--- src/rtl/serial_add_seq.sv ---
`default_nettype none
// ============================================================================
// Module      : serial_add_seq
// Description : Bit-serial add/subtract sequencer driving an external 1-bit
//               full-adder cell. Operands are taken in through a valid/ready
//               handshake. One bit pair is presented per cycle, LSB first.
//               The sum and its flags (carry, zero, signed overflow) are
//               returned through a second valid/ready handshake.
//               Optional feature macro: SERIAL_SUB_EN (op=1 gives A-B).
// Revision    : 1.0 - initial release
// ============================================================================
module serial_add_seq #(
    parameter int WIDTH = 8,
    parameter int CW    = 4
) (
    input  logic             clk,
    input  logic             rst_n,
    input  logic             in_valid,
    output logic             in_ready,
    input  logic [WIDTH-1:0] a,
    input  logic [WIDTH-1:0] b,
    input  logic             op,
    output logic             fa_a,
    output logic             fa_b,
    output logic             fa_cin,
    input  logic             fa_s,
    input  logic             fa_co,
    output logic             out_valid,
    input  logic             out_ready,
    output logic [WIDTH-1:0] sum,
    output logic             cout,
    output logic             zero,
    output logic             ovf
);

    typedef enum logic [1:0] {
        ST_IDLE = 2'd0,
        ST_RUN  = 2'd1,
        ST_DONE = 2'd2
    } state_t;

    state_t           r_state;
    logic [WIDTH-1:0] r_a_sh;
    logic [WIDTH-1:0] r_b_sh;
    // Only WIDTH-1 sum bits need storing: the last bit arrives from the cell
    // on the MSB step and is merged directly into the result.
    logic [WIDTH-2:0] r_sum_sh;
    logic [WIDTH-1:0] r_sum;
    logic             r_carry_q;
    logic             r_cout;
    logic             r_zero;
    logic             r_ovf;
    logic             r_out_valid;
    logic [CW-1:0]    r_count;

    logic [WIDTH-1:0] w_b_load;
    logic             w_cin_init;
    logic [WIDTH-1:0] w_sum_next;
    logic             w_last;

`ifdef SERIAL_SUB_EN
    // Subtraction is A + ~B + 1: invert B on load and seed the carry with 1.
    assign w_b_load   = op ? ~b : b;
    assign w_cin_init = op;
`else
    // Addition only; op has no effect in this build.
    assign w_b_load   = b;
    assign w_cin_init = 1'b0;
    logic w_unused_op;
    assign w_unused_op = op;
`endif

    // Sum bits assembled so far plus the bit the cell is returning this cycle.
    assign w_sum_next = {fa_s, r_sum_sh};
    assign w_last     = (r_count == CW'(WIDTH - 1));

    // Cell drive and handshake outputs come straight from registered state.
    assign in_ready  = (r_state == ST_IDLE);
    assign fa_a      = (r_state == ST_RUN) ? r_a_sh[0] : 1'b0;
    assign fa_b      = (r_state == ST_RUN) ? r_b_sh[0] : 1'b0;
    assign fa_cin    = (r_state == ST_RUN) ? r_carry_q : 1'b0;
    assign out_valid = r_out_valid;
    assign sum       = r_sum;
    assign cout      = r_cout;
    assign zero      = r_zero;
    assign ovf       = r_ovf;

    // Sequencer: load operands, step one bit per cycle, hold result until taken.
    always_ff @(posedge clk or negedge rst_n) begin
        if (!rst_n) begin
            r_state     <= ST_IDLE;
            r_a_sh      <= '0;
            r_b_sh      <= '0;
            r_sum_sh    <= '0;
            r_sum       <= '0;
            r_carry_q   <= 1'b0;
            r_cout      <= 1'b0;
            r_zero      <= 1'b0;
            r_ovf       <= 1'b0;
            r_out_valid <= 1'b0;
            r_count     <= '0;
        end else begin
            case (r_state)
                ST_IDLE: begin
                    if (in_valid) begin
                        r_a_sh    <= a;
                        r_b_sh    <= w_b_load;
                        r_carry_q <= w_cin_init;
                        r_count   <= '0;
                        r_state   <= ST_RUN;
                    end
                end
                ST_RUN: begin
                    r_sum_sh  <= w_sum_next[WIDTH-1:1];
                    r_carry_q <= fa_co;
                    r_a_sh    <= {1'b0, r_a_sh[WIDTH-1:1]};
                    r_b_sh    <= {1'b0, r_b_sh[WIDTH-1:1]};
                    r_count   <= r_count + 1'b1;
                    if (w_last) begin
                        r_sum       <= w_sum_next;
                        r_cout      <= fa_co;
                        // Carry into the MSB differing from carry out of it.
                        r_ovf       <= r_carry_q ^ fa_co;
                        r_zero      <= (w_sum_next == '0);
                        r_out_valid <= 1'b1;
                        r_state     <= ST_DONE;
                    end
                end
                ST_DONE: begin
                    if (out_ready) begin
                        r_out_valid <= 1'b0;
                        r_state     <= ST_IDLE;
                    end
                end
                default: begin
                    r_out_valid <= 1'b0;
                    r_state     <= ST_IDLE;
                end
            endcase
        end
    end

endmodule
`default_nettype wire

--- config.mk ---
export PLATFORM = sky130hd
export DESIGN_NAME = serial_add_seq
export DESIGN_NICKNAME = d
export VERILOG_FILES = /design/src/rtl/serial_add_seq.sv
export SDC_FILE = /design/constraint.sdc
export NUM_CORES = 1
export LEC_CHECK = 0
export ABC_AREA = 1
export CAP_MARGIN = 20
export CORE_MARGIN = 1.5
export CORE_UTILIZATION = 27
export DETAILED_ROUTE_END_ITERATION = 8
export SLEW_MARGIN = 10
export SYNTH_ARGS = -nofsm -noshare
export SYNTH_HDL_FRONTEND = slang
export SYNTH_SLANG_ARGS = --single-unit
--- constraint.sdc ---
create_clock -name clk -period 2.8 [get_ports clk]
set_input_delay 0.56 -clock clk [delete_from_list [all_inputs] [get_ports clk]]
set_output_delay 0.56 -clock clk [all_outputs]
set_load 0.005 [all_outputs]
==> results.sh, run 1 <==
export IMPL_drive_gt1_share_pct=6.452
export IMPL_netlist_area_sq_mm=0.001826
export IMPL_slowest_delay_ns=0.52
export IMPL_antenna_found_initial=0
export IMPL_syn_mean_instance_area_sq_um=8.693
export IMPL_final_cell_mix="nand2_1, nand3_1, dfrtp_1"
export IMPL_end_kind="output pin"
export IMPL_cellPowerDensity_mw_per_mm2=1012
export IMPL_fp_coreArea_sq_mm=0.006459
export IMPL_netlist_area_leader_share_pct=57.57
export IMPL_drtAntennaViolNets=0
export IMPL_cts_resized=0
export IMPL_ys_seq_elements=42
export IMPL_antenna_cells=0
export IMPL_ir_drop_mv=0.2907
export IMPL_ys_warn_count=0
export IMPL_ys_seq_area_share_pct=57.57
export IMPL_p_clk_share_pct=19.1
export IMPL_path_cells="inv_1, nand2_1, nor2_1, clkdlybuf4s50_1"
export IMPL_rsz0062_at_grt="false"
export IMPL_wl_um=3878
export IMPL_min_path_type="in -> async"
export IMPL_power_frac_comb_pct=38.1
export IMPL_layout_commonest_cell="nand2_1"
export IMPL_hold_buffers=0
export IMPL_multiInputGateArea_sq_um=658.1
export IMPL_cts_buffers_inserted=5
export IMPL_initial_core_util_pct=28.26
export IMPL_worstPathMaxFanout=17
export IMPL_portBuffers=37
export IMPL_p_int_mw=1.546
export IMPL_rows=29
export IMPL_total_power_mw=2.399
export IMPL_seqCellArea_sq_mm=0.001051
export IMPL_first_iter_violations=77
export IMPL_vias=1513
export IMPL_ios=39
export IMPL_p_seq_share_pct=42.8
export IMPL_synth_nets=234
export IMPL_max_slew_worst_pin_slew_ns=0.9376
export IMPL_maxSlewViolCount=0
export IMPL_finalHoldViolCount=0
export IMPL_die_area_sq_mm=0.007263
export IMPL_cp_start_kind="flip-flop"
export IMPL_drc=3
export IMPL_clk_path_buf_depth=2
export IMPL_vias_per_cell=4.655
export IMPL_cp_arrival_ns=1.96
export IMPL_clk_pin_slew_worst_paths_ns=0.08
export IMPL_post_cts_setup_buffers=0
export IMPL_switching_share_pct=35.53
export IMPL_synth_cells=210
export IMPL_fin_util_pct=36.71
export IMPL_grt_max_degree=43
export IMPL_post_drt_wl_per_cell_um=11.93
export IMPL_die_w_um=85.23
export IMPL_cts_sinks=42
export IMPL_finalSetupViolCount=0
export IMPL_netlist_cell_type_count=22
export IMPL_worstSetupPathType="reg -> out"
export IMPL_grt_overflow=0
export IMPL_fin_hold_ws_ns=0.4033
export IMPL_fillCellCount=670
export IMPL_outcome="finished, violations left"
export IMPL_grt_use_total_pct=11.53
export IMPL_die_y_um=85.23
export IMPL_cts_tree="yes"
export IMPL_synth_area_leader_cell="dfrtp_1"
export IMPL_min_period_over_period_pct=89.88
export IMPL_violations="DRC"
export IMPL_p_leak_nw=1.096
export IMPL_slew_headroom_pct=37.49
export IMPL_cts_root_buffer="clkbuf_8"
export IMPL_insertion_delay_ns=0.30
export IMPL_gp_congestion=0.7635
export IMPL_fmax_mhz=397.4
export IMPL_synth_area_leaders="dfrtp_1, nand3_1, nand2_1, inv_1, nor2_1"
export IMPL_fin_nets=271
export IMPL_grt_pass1_wl_um=6603
export IMPL_cp_slowest_cell="clkdlybuf4s50_1"
export IMPL_min_period_ns=2.517
export IMPL_fin_tns_setup_ns=0
export IMPL_p_sw_uw=852.2
export IMPL_hpwl_um=2640
export IMPL_required_ns=2.24
export IMPL_skew_ns=0.003684
export IMPL_drv_max_cap_violation_count=0
export IMPL_h_tree_depth=2
export IMPL_dr_pass1_iters=6
export IMPL_area_delta_synth_final_pct=29.88
export IMPL_first_global_vias=1482
per-stage QoR:
step                cells  worst slack, ns  instance area [sq um]
finish                325           0.2834                   2371
global route          325           0.1615                   2371
CTS                   325           0.2521                   2371
detailed placement    317           0.5855                   2261
global placement      317           0.6038                   2261
floorplan             210            1.370                   1826
cell usage after synthesis:
library cell and number:
inv_1 15, nand2_1 49, o211ai_1 1, nand3_1 48, o22ai_1 1, ha_1 1
o21bai_1 1, buf_4 1, buf_2 9, clkbuf_1 1, xnor2_1 1, o21ai_0 9
inv_2 1, o21a_1 1, nand4_1 1, dfrtp_1 42, o21ai_1 9, nand2_2 1
nor2_1 14, nor2_4 1, o31ai_1 1, a21oi_1 2
power by group through the flow:
| stage | Clock (mW) | Combinational [mW] | Sequential, mW |
|---|---|---|---|
| floorplan | 0 | 0.557 | 1.02 |
| global placement | 0 | 0.909 | 1.03 |
| detailed placement | 0 | 0.927 | 1.04 |
| CTS | 0.478 | 0.930 | 1.03 |
| global route | 0.499 | 1.04 | 1.06 |
| finish | 0.458 | 0.914 | 1.03 |
per-layer routing:
layer	vias to the layer above	routed length [um]	track usage [%]
met4	0	61	4.471
met2	50	1710	18.54
met1	697	1884	14.62
met5	-	0	0
li1	758	-	-
met3	8	222	3.405
cell type report:
cell class | instances | area share, %
sequential | 42 | 44.33
multi-input combinational | 141 | 27.76
timing repair buffer | 41 | 16.68
clock buffer | 8 | 4.644
tap | 77 | 4.063
inverter | 16 | 2.533
worst max-delay path: cells and delay by family (launching register included):
family                 cells  cell delay [ns]
AND/OR/NAND/NOR            2             0.60
flip-flops                 1             0.43
buffers and inverters      2             0.63
flip-flops by register name, summed over array words and instances, names as in the netlist:
signal,count
r_b_sh,8
r_sum_sh,7
cout,1
sum,8
r_state,2
out_valid,1
r_count,4
r_a_sh,8
zero,1
ovf,1
r_carry_q,1
path summary, 6_finish.rpt:
path	slack (ns)	cells after the start	to	startpoint
worst min register to register	0.49	2	sum[3]	sum[3]
worst max-delay path	0.28	4	fa_a	r_state[1]
worst max register to register	1.15	5	r_b_sh[7]	r_state[1]
max in group asynchronous	1.81	1	r_a_sh[0]	rst_n
min in group clk	0.49	2	sum[3]	sum[3]
worst min-delay path	0.40	1	sum[6]	rst_n
cell families (layout without fill, tap and decap cells):
| group | count (synthesis) | after routing | share of synthesized area [%] |
|---|---|---|---|
| adder cells (fa/ha/maj) | 1 | 1 | 0.6853 |
| AND/OR/NAND/NOR | 114 | 114 | 27.42 |
| XOR/XNOR | 1 | 1 | 0.4799 |
| AO/OA/AOI/OAI | 25 | 25 | 7.471 |
| buffers and inverters | 27 | 65 | 6.374 |
| flip-flops | 42 | 42 | 57.57 |
No activity file was read; power rests on OpenSTA's default activity.
==> run 2: changes to the inputs <==
--- a/config.mk
+++ b/config.mk
@@ -8,7 +8,7 @@
 export ABC_AREA = 1
 export CAP_MARGIN = 20
 export CORE_MARGIN = 1.5
-export CORE_UTILIZATION = 27
+export CORE_UTILIZATION = 30
 export DETAILED_ROUTE_END_ITERATION = 8
 export SLEW_MARGIN = 10
 export SYNTH_ARGS = -nofsm -noshare
==> run 2 against run 1 <==
  * The run now ends clean
  * Hold slack improved by 0.010 ns
  * Sequential power barely moved
  * First-iteration DRC count fell by 31%
  * Critical endpoint is now fa_b
  * Highest routed layer unchanged
==> results.sh, run 2 (same netlist as run 1, synthesis figures left out) <==
export IMPL_ios=39
export IMPL_die_w_um=81.01
export IMPL_grt_pass1_wl_um=6230
export IMPL_cellPowerDensity_mw_per_mm2=1022
export IMPL_power_frac_comb_pct=37.5
export IMPL_cp_slowest_cell="clkdlybuf4s50_1"
export IMPL_drv_max_cap_violation_count=0
export IMPL_fillCellCount=612
export IMPL_p_int_mw=1.582
export IMPL_seqCellArea_sq_mm=0.001051
export IMPL_r2r_cells=5
export IMPL_cp_arrival_ns=1.99
export IMPL_reg2reg_from="r_state[1]"
export IMPL_path_cells="inv_1, nand2_1, nor2_1, clkdlybuf4s50_1"
export IMPL_path_buf_inv=2
export IMPL_cp_start_kind="flip-flop"
export IMPL_p_sw_uw=841.9
export IMPL_post_cts_setup_buffers=0
export IMPL_layout_commonest_cell="nand2_1"
export IMPL_gp_congestion=0.7928
export IMPL_rr_endpoint="r_b_sh[7]"
export IMPL_insertion_delay_ns=0.29
export IMPL_cts_sinks=42
export IMPL_end_kind="output pin"
export IMPL_ir_drop_mv=0.3790
export IMPL_min_period_ns=2.549
export IMPL_final_cell_mix="nand2_1, nand3_1, dfrtp_1"
export IMPL_rows=28
export IMPL_worstPathMaxFanout=18
export IMPL_finalSetupViolCount=0
export IMPL_drtAntennaViolNets=0
export IMPL_startpoint="r_state[1]"
export IMPL_grt_use_total_pct=12.49
export IMPL_area_delta_synth_final_pct=29.88
export IMPL_fin_util_pct=40.28
export IMPL_hpwl_um=2533
export IMPL_p_leak_nw=1.096
export IMPL_first_global_vias=1354
export IMPL_clk_path_buf_depth=2
export IMPL_portBuffers=37
export IMPL_fin_nets=271
export IMPL_skew_ns=0.01017
export IMPL_min_period_over_period_pct=91.04
export IMPL_cts_buffers_inserted=5
export IMPL_slew_headroom_pct=37.13
export IMPL_min_path_type="in -> async"
export IMPL_grt_max_degree=43
export IMPL_max_slew_worst_pin_slew_ns=0.9430
export IMPL_post_drt_wl_per_cell_um=11.68
export IMPL_antenna_cells=0
export IMPL_die_area_sq_mm=0.006562
export IMPL_fp_coreArea_sq_mm=0.005886
export IMPL_fin_tns_setup_ns=0
export IMPL_die_y_um=81.01
export IMPL_cts_root_buffer="clkbuf_8"
export IMPL_cts_resized=0
export IMPL_slowest_delay_ns=0.53
export IMPL_clk_pin_slew_worst_paths_ns=0.08
export IMPL_initial_core_util_pct=31.02
export IMPL_finalHoldViolCount=0
export IMPL_rsz0062_at_grt="false"
export IMPL_grt_overflow=0
export IMPL_fmax_mhz=392.3
export IMPL_reg2reg_slack_ns=1.15
export IMPL_worstSetupPathType="reg -> out"
export IMPL_p_seq_share_pct=42.4
export IMPL_antenna_found_initial=0
export IMPL_outcome="finished clean"
export IMPL_cts_tree="yes"
export IMPL_multiInputGateArea_sq_um=658.1
export IMPL_maxSlewViolCount=0
export IMPL_required_ns=2.24
export IMPL_p_clk_share_pct=20.1
export IMPL_hold_buffers=0
export IMPL_drive_gt1_share_pct=6.073
export IMPL_wl_um=3761
export IMPL_h_tree_depth=2
export IMPL_crit_family="buffers and inverters"
export IMPL_vias_per_cell=4.702
export IMPL_drc=0
export IMPL_first_iter_violations=53
export IMPL_vias=1514
export IMPL_switching_share_pct=34.73
export IMPL_dr_pass1_iters=4
## run 2: cell types whose count changed in the layout (fill, tap and decap cells not counted)
cell,change
clkbuf_8,-2
bufinv_16,+1
## run 2: through the flow
step           setup slack [ns]  hold slack, ns  cells  total power, mW  instance area (sq um)
3_3_place_gp             0.5699          0.4635    315            1.944                   2258
5_1_grt                  0.1364          0.4861    322            2.621                   2371
3_5_place_dp             0.5654          0.4702    315            1.961                   2258
6_report                 0.2508          0.4136    322            2.424                   2371
4_1_cts                  0.2110          0.4448    322            2.457                   2371
2_1_floorplan             1.370          0.2644    210            1.573                   1826
## run 2: layout make-up
cell class / count / area share, %
timing repair buffer: 41 / 16.68
clock buffer: 6 / 3.483
inverter: 16 / 2.533
clock inverter: 1 / 1.266
multi-input combinational: 141 / 27.76
tap: 75 / 3.958
sequential: 42 / 44.33
## run 2: power by group through the flow
| stage | registers, mW | logic (mW) | clock network, mW |
|---|---|---|---|
| after global placement | 1.03 | 0.915 | 0 |
| final | 1.03 | 0.910 | 0.487 |
| after detailed placement | 1.04 | 0.925 | 0 |
| after global routing | 1.06 | 1.04 | 0.524 |
| after floorplan | 1.02 | 0.557 | 0 |
| after CTS | 1.03 | 0.927 | 0.501 |
## run 2: worst max path at each step
stage	cells after the start	end	slack, ns
final	4	fa_b	0.25
after global routing	4	fa_b	0.14
after CTS	4	fa_b	0.21
after detailed placement	4	fa_cin	0.57
after global placement	4	fa_b	0.57
after floorplan	2	in_ready	1.37
## run 2: layer usage
layer / up-vias / wire length [um] / GRT usage (%)
li1: 764 / - / -
met3: 5 / 197 / 3.933
met5: - / 0 / 0
met1: 708 / 1828 / 16.13
met4: 0 / 36 / 3.621
met2: 37 / 1698 / 20.08
==> run 3: changes to the inputs <==
--- a/config.mk
+++ b/config.mk
@@ -14,3 +14,4 @@
 export SYNTH_ARGS = -nofsm -noshare
 export SYNTH_HDL_FRONTEND = slang
 export SYNTH_SLANG_ARGS = --single-unit
+export TNS_END_PERCENT = 5
==> results of run 3 <==
No change in the layout: final DEF, timing and power equal those of run 2.
